## config.mk

```make
export PLATFORM = sky130hd
export DESIGN_NAME = julia_frame_sched_flat
export DESIGN_NICKNAME = d
export VERILOG_FILES = /design/src/rtl/julia_pkg.sv /design/src/rtl/julia_frame_sched_if.sv /design/src/rtl/julia_coord_gen.sv /design/src/rtl/julia_frame_sched.sv /design/src/flat_wrapper.sv
export SDC_FILE = /design/constraint.sdc
export NUM_CORES = 1
export LEC_CHECK = 0
export ABC_AREA = 1
export CORE_ASPECT_RATIO = 0.6
export CORE_MARGIN = 3
export CORE_UTILIZATION = 51
export CTS_BUF_LIST = sky130_fd_sc_hd__clkbuf_4
export CTS_CLUSTER_SIZE = 16
export DETAILED_ROUTE_END_ITERATION = 6
export PLACE_DENSITY = 0.8
export SLEW_MARGIN = 10
export SYNTH_ARGS = -nofsm -noshare
export SYNTH_HDL_FRONTEND = slang
export SYNTH_SLANG_ARGS = --single-unit
```

## constraint.sdc

```tcl
create_clock -name clk -period 2.7 [get_ports clk]
set_input_delay 0.27 -clock clk [delete_from_list [all_inputs] [get_ports clk]]
set_output_delay 0.27 -clock clk [all_outputs]
set_load 0.01 [all_outputs]
```

## src/rtl/julia_pkg.sv

```systemverilog
// Shared types and per-zoom constants for the Julia frame sequencer.
// Coordinates are Q16.16; each zoom level halves the viewed span.
package julia_pkg;

  localparam int ITER_MAX = 256;

  typedef logic [1:0] lvl_t;
  localparam lvl_t LVL_MAX = 2'd3;

  typedef enum logic [2:0] {
    S_INIT,
    S_ISSUE,
    S_WAIT,
    S_WRITE,
    S_DONE
  } state_t;

  // Left edge, top edge and per-pixel step for zoom levels x1, x2, x4, x8.
  localparam logic [31:0] REAL_MIN [4] = '{32'hfffc0000, 32'hfffe0000, 32'hffff0000, 32'hffff8000};
  localparam logic [31:0] IMAG_MAX [4] = '{32'h00024000, 32'h00012000, 32'h00009000, 32'h00004800};
  localparam logic [31:0] STEP     [4] = '{32'd409, 32'd204, 32'd102, 32'd51};

  // Saturated iteration counts map to the brightest palette entry.
  function automatic logic [3:0] quantise(input logic [8:0] iter);
    return (iter >= 9'(ITER_MAX)) ? 4'hF : iter[7:4];
  endfunction

endpackage

```

## src/rtl/julia_frame_sched_if.sv

```systemverilog
// Core handshake and frame-BRAM write port of the Julia frame sequencer.
interface julia_frame_sched_if #(
  parameter int ADDR_W = 20
);
  logic              core_start;
  logic [31:0]       core_x;
  logic [31:0]       core_y;
  logic              c_change;
  logic              core_ready;
  logic [8:0]        core_iter;
  logic              wr_en;
  logic [ADDR_W-1:0] wr_addr;
  logic [3:0]        wr_data;

  modport master (
    output core_start, core_x, core_y, c_change, wr_en, wr_addr, wr_data,
    input  core_ready, core_iter
  );

  modport slave (
    input  core_start, core_x, core_y, c_change, wr_en, wr_addr, wr_data,
    output core_ready, core_iter
  );
endinterface

```

## src/rtl/julia_coord_gen.sv

```systemverilog
// Incremental pixel coordinate and BRAM address generator: no multipliers, no dividers.
// The zoom level is captured at load so a mid-frame zoom change cannot skew the step.
module julia_coord_gen
  import julia_pkg::*;
#(
  parameter int H_RES  = 1280,
  parameter int V_RES  = 720,
  parameter int ADDR_W = 20
) (
  input  logic              clk,
  input  logic              rst,
  input  logic              load,
  input  logic              step_x,
  input  logic              next_line,
  input  lvl_t              lvl,
  output logic [31:0]       core_x,
  output logic [31:0]       core_y,
  output logic [ADDR_W-1:0] wr_addr,
  output logic              end_of_line,
  output logic              last_px
);

  localparam int XW = $clog2(H_RES);
  localparam int YW = $clog2(V_RES);

  logic [XW-1:0] x_cnt;
  logic [YW-1:0] y_cnt;
  lvl_t          frame_lvl;

  // NOTE: sequential state uses non-blocking assignments so every flop samples pre-edge values.
  always_ff @(posedge clk) begin
    if (!rst) begin
      x_cnt     <= '0;
      y_cnt     <= '0;
      wr_addr   <= '0;
      frame_lvl <= '0;
      core_x    <= '0;
      core_y    <= '0;
    end else if (load) begin
      x_cnt     <= '0;
      y_cnt     <= '0;
      wr_addr   <= '0;
      frame_lvl <= lvl;
      core_x    <= REAL_MIN[lvl];
      core_y    <= IMAG_MAX[lvl];
    end else if (step_x) begin
      x_cnt   <= x_cnt + XW'(1);
      wr_addr <= wr_addr + ADDR_W'(1);
      core_x  <= core_x + STEP[frame_lvl];
    end else if (next_line) begin
      // Imaginary axis counts down so the top line of the image is +imag.
      x_cnt   <= '0;
      y_cnt   <= y_cnt + YW'(1);
      wr_addr <= wr_addr + ADDR_W'(1);
      core_x  <= REAL_MIN[frame_lvl];
      core_y  <= core_y - STEP[frame_lvl];
    end
  end

  assign end_of_line = (x_cnt == XW'(H_RES - 1));
  assign last_px     = end_of_line && (y_cnt == YW'(V_RES - 1));

endmodule

```

## src/rtl/julia_frame_sched.sv

```systemverilog
// Frame-render sequencer: sweeps the frame, hands each pixel to the Julia core, writes the
// quantised result to BRAM, and restarts the frame on any zoom or constant change.
module julia_frame_sched
  import julia_pkg::*;
#(
  parameter int H_RES  = 1280,
  parameter int V_RES  = 720,
  parameter int ADDR_W = 20
) (
  input  logic                       clk,
  input  logic                       rst,
  input  logic                       zoom_in,
  input  logic                       zoom_out,
  input  logic                       c_req,
  julia_frame_sched_if.master        bus,
  output lvl_t                       zoom_level,
  output logic                       busy,
  output logic                       frame_done
);

  state_t     state, state_next;
  logic       rst_pend, c_pend, started;
  logic       load, step_x, next_line, take_result;
  logic       end_of_line, last_px;
  logic [3:0] wr_data;
  logic       zoom_inc, zoom_dec, restart_req;

  julia_coord_gen #(
    .H_RES (H_RES),
    .V_RES (V_RES),
    .ADDR_W(ADDR_W)
  ) u_coord (
    .clk        (clk),
    .rst        (rst),
    .load       (load),
    .step_x     (step_x),
    .next_line  (next_line),
    .lvl        (zoom_level),
    .core_x     (bus.core_x),
    .core_y     (bus.core_y),
    .wr_addr    (bus.wr_addr),
    .end_of_line(end_of_line),
    .last_px    (last_px)
  );

  // Conflicting or saturated zoom requests neither change the level nor restart.
  assign zoom_inc    = zoom_in & ~zoom_out & (zoom_level != LVL_MAX);
  assign zoom_dec    = zoom_out & ~zoom_in & (zoom_level != '0);
  assign restart_req = zoom_inc | zoom_dec | c_req;

  // NOTE: every always_comb output gets a default first so no path can infer a latch.
  always_comb begin
    state_next  = state;
    load        = 1'b0;
    step_x      = 1'b0;
    next_line   = 1'b0;
    take_result = 1'b0;
    case (state)
      S_INIT: begin
        load       = 1'b1;
        state_next = S_ISSUE;
      end
      S_ISSUE: state_next = S_WAIT;
      S_WAIT: begin
        // The core is never aborted; a pending restart just discards its result.
        if (bus.core_ready) begin
          if (rst_pend) begin
            state_next = S_INIT;
          end else begin
            take_result = 1'b1;
            state_next  = S_WRITE;
          end
        end
      end
      S_WRITE: begin
        if (rst_pend) begin
          state_next = S_INIT;
        end else if (last_px) begin
          state_next = S_DONE;
        end else if (end_of_line) begin
          next_line  = 1'b1;
          state_next = S_ISSUE;
        end else begin
          step_x     = 1'b1;
          state_next = S_ISSUE;
        end
      end
      S_DONE:  if (rst_pend) state_next = S_INIT;
      default: state_next = S_INIT;
    endcase
  end

  always_ff @(posedge clk) begin
    if (!rst) begin
      state      <= S_INIT;
      zoom_level <= '0;
      rst_pend   <= 1'b0;
      c_pend     <= 1'b0;
      started    <= 1'b0;
      frame_done <= 1'b0;
      wr_data    <= '0;
    end else begin
      state      <= state_next;
      started    <= 1'b1;
      frame_done <= (state == S_WRITE) && (state_next == S_DONE);
      if (take_result) wr_data <= quantise(bus.core_iter);
      if (zoom_inc)      zoom_level <= zoom_level + 2'd1;
      else if (zoom_dec) zoom_level <= zoom_level - 2'd1;
      // A request arriving in S_INIT wins over the clear, so it is never lost.
      if (restart_req)          rst_pend <= 1'b1;
      else if (state == S_INIT) rst_pend <= 1'b0;
      if (c_req)                c_pend <= 1'b1;
      else if (state == S_INIT) c_pend <= 1'b0;
    end
  end

  assign bus.core_start = (state == S_ISSUE);
  assign bus.wr_en      = (state == S_WRITE);
  assign bus.c_change   = (state == S_INIT) && c_pend;
  assign bus.wr_data    = wr_data;
  assign busy           = started && (state != S_DONE);

endmodule
```

## src/flat_wrapper.sv

```systemverilog
// flat-port wrapper written by rule: the top's interface ports become plain ports
module julia_frame_sched_flat import julia_pkg::*;
#(
  parameter int H_RES  = 1280,
  parameter int V_RES  = 720,
  parameter int ADDR_W = 20
)
  (clk, rst, zoom_in, zoom_out, c_req, zoom_level, busy, frame_done, bus_core_start, bus_core_x, bus_core_y, bus_c_change, bus_wr_en, bus_wr_addr, bus_wr_data, bus_core_ready, bus_core_iter);
  julia_frame_sched_if #(.ADDR_W(ADDR_W)) bus_i ();
  input  logic clk;
  input  logic rst;
  input  logic zoom_in;
  input  logic zoom_out;
  input  logic c_req;
  output lvl_t zoom_level;
  output logic busy;
  output logic frame_done;
  output wire logic [$bits(bus_i.core_start)-1:0] bus_core_start;
  output wire logic [$bits(bus_i.core_x)-1:0] bus_core_x;
  output wire logic [$bits(bus_i.core_y)-1:0] bus_core_y;
  output wire logic [$bits(bus_i.c_change)-1:0] bus_c_change;
  output wire logic [$bits(bus_i.wr_en)-1:0] bus_wr_en;
  output wire logic [$bits(bus_i.wr_addr)-1:0] bus_wr_addr;
  output wire logic [$bits(bus_i.wr_data)-1:0] bus_wr_data;
  input wire logic [$bits(bus_i.core_ready)-1:0] bus_core_ready;
  input wire logic [$bits(bus_i.core_iter)-1:0] bus_core_iter;
  assign bus_core_start = bus_i.core_start;
  assign bus_core_x = bus_i.core_x;
  assign bus_core_y = bus_i.core_y;
  assign bus_c_change = bus_i.c_change;
  assign bus_wr_en = bus_i.wr_en;
  assign bus_wr_addr = bus_i.wr_addr;
  assign bus_wr_data = bus_i.wr_data;
  assign bus_i.core_ready = bus_core_ready;
  assign bus_i.core_iter = bus_core_iter;
  julia_frame_sched #(.H_RES(H_RES), .V_RES(V_RES), .ADDR_W(ADDR_W)) u_core (.clk(clk), .rst(rst), .zoom_in(zoom_in), .zoom_out(zoom_out), .c_req(c_req), .bus(bus_i), .zoom_level(zoom_level), .busy(busy), .frame_done(frame_done));
endmodule
```

==> After elaboration in Yosys (flattened, before gate mapping) <==
Index checks and enable logic that the tools add are counted.
{ "word_totals": {"ff_bits": 120, "in_bits": 15} }
{ "classes": {"add_sub_neg": 7, "magnitude_cmp": 3, "n_eq_ne": 10, "n_mux": 47, "n_bitwise": 12, "reduce_logical": 15} }
{ "ops": {"columns": ["op", "count"], "rows": [
  ["32-bit two-way mux", 14],
  ["32-bit binary-select mux with 2-bit select", 4],
  ["20-bit two-way mux", 2],
  ["32-bit adder", 1],
  ["32-bit subtractor", 1],
  ["11-bit two-way mux", 2],
  ["20-bit by 1-bit adder with 20-bit output (second input constant)", 1],
  ["1-bit two-way mux", 16],
  ["3-bit one-hot mux with 5 select lines", 1],
  ["3-bit two-way mux", 4],
  ["2-bit nonzero test", 6],
  ["11-bit by 1-bit adder with 11-bit output (second input constant)", 1],
  ["11-bit equality test (second input constant)", 1],
  ["10-bit by 1-bit adder with 10-bit output (second input constant)", 1],
  ["10-bit equality test (second input constant)", 1],
  ["9-bit >= comparator (second input constant)", 1],
  ["3-bit by 2-bit equality test with 1-bit output (second input constant)", 2],
  ["3-bit equality test (second input constant)", 2],
  ["3-bit >= comparator (second input constant)", 2],
  ["2-bit two-way mux", 3],
  ["2-bit inverter with 3-bit output", 2],
  ["1-bit AND", 4],
  ["1-bit logical AND", 4],
  ["4-bit two-way mux", 1],
  ["other kinds (12)", 17]
]} }

==> Longest topological paths before layout <==
{ "logic_depth": {"ltp_word": 8, "mapped_depth": 18} }

==> Modules after synthesis <==
Synthesis repeated with hierarchy kept, for this count alone.
{ "hier_totals": {"hier_cells": 1190, "area_unflattened_um2": 7488.4} }
{ "by_module_without_submodules": {"columns": ["mod", "n_inst", "cells_each", "area_each_um2", "seq_area_each_um2"], "rows": [
  ["julia_coord_gen", 1, 1092, 6859.1, 2142.1],
  ["julia_frame_sched", 1, 98, 629.4, 260.2]
]} }

==> Worst setup path before layout <==
No wires, ideal clock.
{ "synth_path": {"kind": "register to register", "from": "register u_core.u_coord.frame_lvl[1]", "to": "register u_core.u_coord.core_x[20]", "setup_time_ns": 0.110, "arrival_time_ns": 2.569, "required_ns": 2.590, "slack_ns": 0.022, "stages_incl_launch_ff": 19, "n_path_buf": 0, "period_less_slack_ns": 2.678, "path_cell_list": "dfxtp_1 inv_1 ha_1 inv_2 ha_1 inv_1 fa_1 inv_1 nand3_1 nand3_1 nand2_1 nand3_1 nand2_1 nand2_1 nand3_1 nand2_1 nand3_1 nand2_1 inv_1"} }
{ "synth_via": {"elab_chain_cells": 7} }
{ "synth_rtl": {"columns": ["element", "line_no", "rtl"], "rows": [
  ["start: declaration", "julia_coord_gen.sv:28", "lvl_t frame_lvl;"],
  ["start signal: assignment", "julia_coord_gen.sv:43", "frame_lvl <= lvl;"],
  ["2-bit inverter with 3-bit output (not written as such) (*)", "julia_coord_gen.sv:49, julia_coord_gen.sv:55", null],
  ["32-bit binary-select mux with 2-bit select (on tied branches)", "julia_coord_gen.sv:49, julia_coord_gen.sv:55", null],
  ["32-bit two-way mux (on tied branches) (2 in series)", "julia_coord_gen.sv:49, julia_coord_gen.sv:55", null],
  ["32-bit adder or 32-bit two-way mux (tied branches)", "julia_coord_gen.sv:49, julia_coord_gen.sv:50", null],
  ["32-bit two-way mux (*)", "julia_coord_gen.sv:46", "end else if (step_x) begin"],
  ["32-bit two-way mux (*)", "julia_coord_gen.sv:39", "end else if (load) begin"],
  ["end signal: assignment", "julia_coord_gen.sv:44", "core_x <= REAL_MIN[lvl];"],
  ["end signal: assignment", "julia_coord_gen.sv:49", "core_x <= core_x + STEP[frame_lvl];"],
  ["end signal: assignment", "julia_coord_gen.sv:55", "core_x <= REAL_MIN[frame_lvl];"],
  ["end: declaration", "julia_coord_gen.sv:16", "output logic [31:0] core_x,"]
]} }
Mark *: on every way between the ends. The rest lies on a longest branch, timed or not. The select of a mux whose other input is x is not followed.
A chain may end at the register's enable or synchronous reset.

==> Worst setup path in the final report <==
{ "layout_path": {"from": "register u_core.u_coord.frame_lvl[1]", "to": "register u_core.u_coord.core_y[22]"} }
{ "layout_via": {"elab_chain_cells": 8} }
{ "layout_rtl": {"columns": ["element", "line_no", "rtl"], "rows": [
  ["2-bit inverter with 3-bit output (not written as such)", "julia_coord_gen.sv:56", "core_y <= core_y - STEP[frame_lvl];"],
  ["32-bit binary-select mux with 2-bit select", "julia_coord_gen.sv:56", null],
  ["32-bit two-way mux (not written as such) (2 in series)", "julia_coord_gen.sv:56", null],
  ["32-bit subtractor", "julia_coord_gen.sv:56", null],
  ["32-bit two-way mux", "julia_coord_gen.sv:50", "end else if (next_line) begin"],
  ["32-bit two-way mux", "julia_coord_gen.sv:46", null],
  ["32-bit two-way mux", "julia_coord_gen.sv:39", null],
  ["end signal: assignment", "julia_coord_gen.sv:45", "core_y <= IMAG_MAX[lvl];"],
  ["end signal: assignment", "julia_coord_gen.sv:56", null],
  ["end: declaration", "julia_coord_gen.sv:17", "output logic [31:0] core_y,"]
]} }
No other way between the ends. The select of a mux whose other input is x is not followed.

==> impl_metrics.py <==
metrics = {
    "floorplan": {
        "die_area_um2": 16100,
        "die_h_um": 99.5,
        "start_util_pct": 53.3,
        "core-area_um2": 14000,
        "rows": 33,
        "io_pins": 110,
        "die_w_um": 162,
    },
    "power": {
        "finalPower_mw": 5.15,
        "p_leak_nw": 3.85,
        "vdd_drop_max_v": 0.000379,
        "power_density_nw_per_um2": 568,
    },
    "logic_synthesis": {
        "ys_warn_count": 0,
        "ys_seq_area_share_pct": 32.3,
        "syn_inst": 1164,
        "synthDistinctLibCells": 43,
        "mappedNetlistArea_um2": 7430,
        "ys_ff_latch": 120,
        "synth_nets": 1209,
        "synth_area_leader_cell": "dfxtp_1",
        "synth.top_cell.area_share_pct": 32.3,
        "syn_avg_cell_area_um2": 6.38,
        "synth_edf_count": 0,
        "async_flop_share_pct": 0,
        "synthFlopType": "dfxtp_1",
        "synth_area_leaders": "dfxtp_1, nand2_1, inv_1",
    },
    "cells_and_area": {
        "regArea_um2": 2400,
        "final_cells": 1491,
        "fin_util_pct": 64.9,
        "fill_cells": 1330,
        "final_common_cell": "nand2_1",
        "area_growth_pct": 21.9,
        "antenna_cells": 0,
        "mostFrequentLayoutCells": "nand2_1, inv_1, dfxtp_1",
        "multi_input_area_um2": 4310,
        "final_nets": 1331,
        "layout-drive-gt1-share_pct": 7.78,
        "finalInstanceArea_um2": 9060,
    },
    "detailed_routing": {
        "vias_per_cell": 5.46,
        "postRouteWirelength_mm": 22.4,
        "num_vias": 8140,
        "drc": 0,
        "drtAntennaViolNets": 0,
        "drt_iter0_drc": 875,
        "wl_per_cell_um": 15.0,
        "dr.pass1.iters": 6,
    },
    "critical_path": {
        "r2r_end": "u_core.u_coord.core_y[22]",
        "r2r_slack_ns": 0.19,
        "ff2ff_path_depth": 14,
        "cpPeakStageDelay_ns": 0.40,
        "cp_common_cell": "nand2_1",
        "r2r-start": "u_core.u_coord.frame_lvl[1]",
        "critical_path_class": "register to register",
        "cp_data_arrival_time_ns": 2.94,
        "required_ns": 3.13,
        "crit_family": "adder cells",
        "crit_slowest_cell": "fa_1",
        "worstSetupStartpointType": "register",
        "cp-end-kind": "register",
        "cp_num_buf_inv": 4,
        "critPathMaxFanout": 5,
        "crit_chain": "inv_1, ha_4, inv_2, ha_1, fa_1, inv_1, nand3_1, nand2_1, nand2_1, nand2_1, nor2_4, buf_4, a21oi_1, nor2_1",
    },
    "sta": {
        "rsz0062_at_grt": "yes",
        "max_freq_ghz": 0.398,
        "skew_ns": 0.0338,
        "hold_violations": 0,
        "drv_slew": 0,
        "min_period_ns": 2.51,
        "final-setup-viol-count": 0,
        "relSlewSlack_pct": 62.1,
        "worst_slack_ns": 0.185,
        "final.period_utilization_pct": 93.1,
        "tightest_slew_ns": 0.565,
        "fin_setup_tns_ns": 0,
        "holdWs_ns": 0.353,
    },
    "cts": {
        "htree_levels": 4,
        "root_buffer": "clkbuf_4",
        "clk_path_buf_depth": 2,
        "cts_sinks": 120,
        "cts_tree": "yes",
        "cts_buffers": 17,
        "path_clk_slew_ns": 0.12,
        "clock_latency_ns": 0.54,
        "hold_buffers": 0,
    },
    "place": {
        "port_buffers": 105,
        "dp_slack_ns": 0.0967,
        "placed_cells": 1457,
        "gp_congestion": 0.994,
        "dp_hpwl_mm": 17.0,
        "place_area_um2": 8750,
    },
    "global_routing": {
        "grt_overflow_total": 0,
        "grt_max_degree": 28,
        "grt_first_pass_wirelength_mm": 35.7,
        "grt_use_total_pct": 27.4,
        "grt_pass1_vias": 7035,
        "antenna_found_initial": 0,
    },
    "min_path": {
        "hp-class": "primary input to register",
        "whs_endpoint": "u_core.bus.wr_data[3]",
        "hold_start": "bus_core_iter[7]",
        "hold_depth": 3,
    },
    "flow_run": {
        "maxCapViolations": 0,
    },
    "outcome": {
        "status": "complete, no violations",
    },
}
==> area by class of cell <==
class	instances	area share, %
multi-input cells	847	47.5
clock buffers	17	1.41
clock inverters	15	1.15
inverters	170	7.04
flip-flops and latches	120	26.5
repair buffers	130	13.7
well taps	192	2.65
==> registers in the layout, indices dropped and copies added (netlist names) <==
register / flops
u_core.u_coord.wr_addr: 20
u_core.rst_pend: 1
u_core.u_coord.core_x: 32
u_core.frame_done: 1
u_core.state: 3
u_core.u_coord.x_cnt: 11
u_core.zoom_level: 2
u_core.started: 1
u_core.c_pend: 1
u_core.u_coord.y_cnt: 10
u_core.u_coord.frame_lvl: 2
u_core.u_coord.core_y: 32
u_core.bus.wr_data: 4
==> cell usage after synthesis, types with 3 or more instances <==
library cell  number
inv_1            166
inv_2              4
o21ai_1            5
clkbuf_1          11
a211oi_1           6
a32o_1             3
nor2_4             4
nand3b_1          10
nor3b_1            4
xor2_1            10
or2_2              9
buf_4              4
dfxtp_1          120
nand2_1          297
nor2_1           116
buf_2              8
nor2_2             5
o21ai_0           52
nor4_1             4
nand4_1           31
nand3_1          104
nand3_2            3
nand2_2            5
nor3_1            36
ha_1              28
a21oi_1           87
xnor2_1            9
==> cells by family after synthesis <==
family	share of synthesized area, %
compound gates	12.1
fa+ha+maj	5.25
flops	32.3
xor+xnor	2.24
simple gates	37.6
buf+inv	10.5
==> metal layers <==
metal	vias up	GRT usage [%]	wire length, um
li1	4044	-	-
met1	3640	43.9	10900
met2	427	36.1	8450
met3	29	6.58	2810
met4	0	6.49	276
met5	-	0	0
==> power breakdown <==
part           internal [mW]  switching, mW  total [mW]
Clock                  0.365          0.768        1.13
Combinational          0.753           1.16        1.91
Sequential              1.91          0.199        2.10
==> worst max-delay path by stage <==
stage,from,to,slack (ns),cells past startpoint
floorplan,u_core.u_coord.frame_lvl[1],u_core.u_coord.core_x[20],0.02,18
global placement,u_core.u_coord.frame_lvl[0],u_core.u_coord.core_x[20],0.16,18
detailed placement,u_core.u_coord.frame_lvl[0],u_core.u_coord.core_x[20],0.1,18
CTS,u_core.u_coord.frame_lvl[0],u_core.u_coord.core_x[20],0.009,18
global route,u_core.u_coord.frame_lvl[1],u_core.u_coord.core_x[19],-0.007,15
finish,u_core.u_coord.frame_lvl[1],u_core.u_coord.core_y[22],0.19,14
==> worst reg2reg max path: cells and delay by family (launching register included) <==
family	cells	cell delay, ns
AO/OA/AOI/OAI	1	0.14
AND/OR/NAND/NOR	6	0.65
flip-flops	1	0.35
adder cells (fa/ha/maj)	3	0.87
buffers and inverters	4	0.39
==> repair_timing <==
item	in CTS	in global routing
resized for setup	0	15
endpoints found under the setup margin	0	31
setup buffers	0	2
Power figures use the tool's default switching activity.
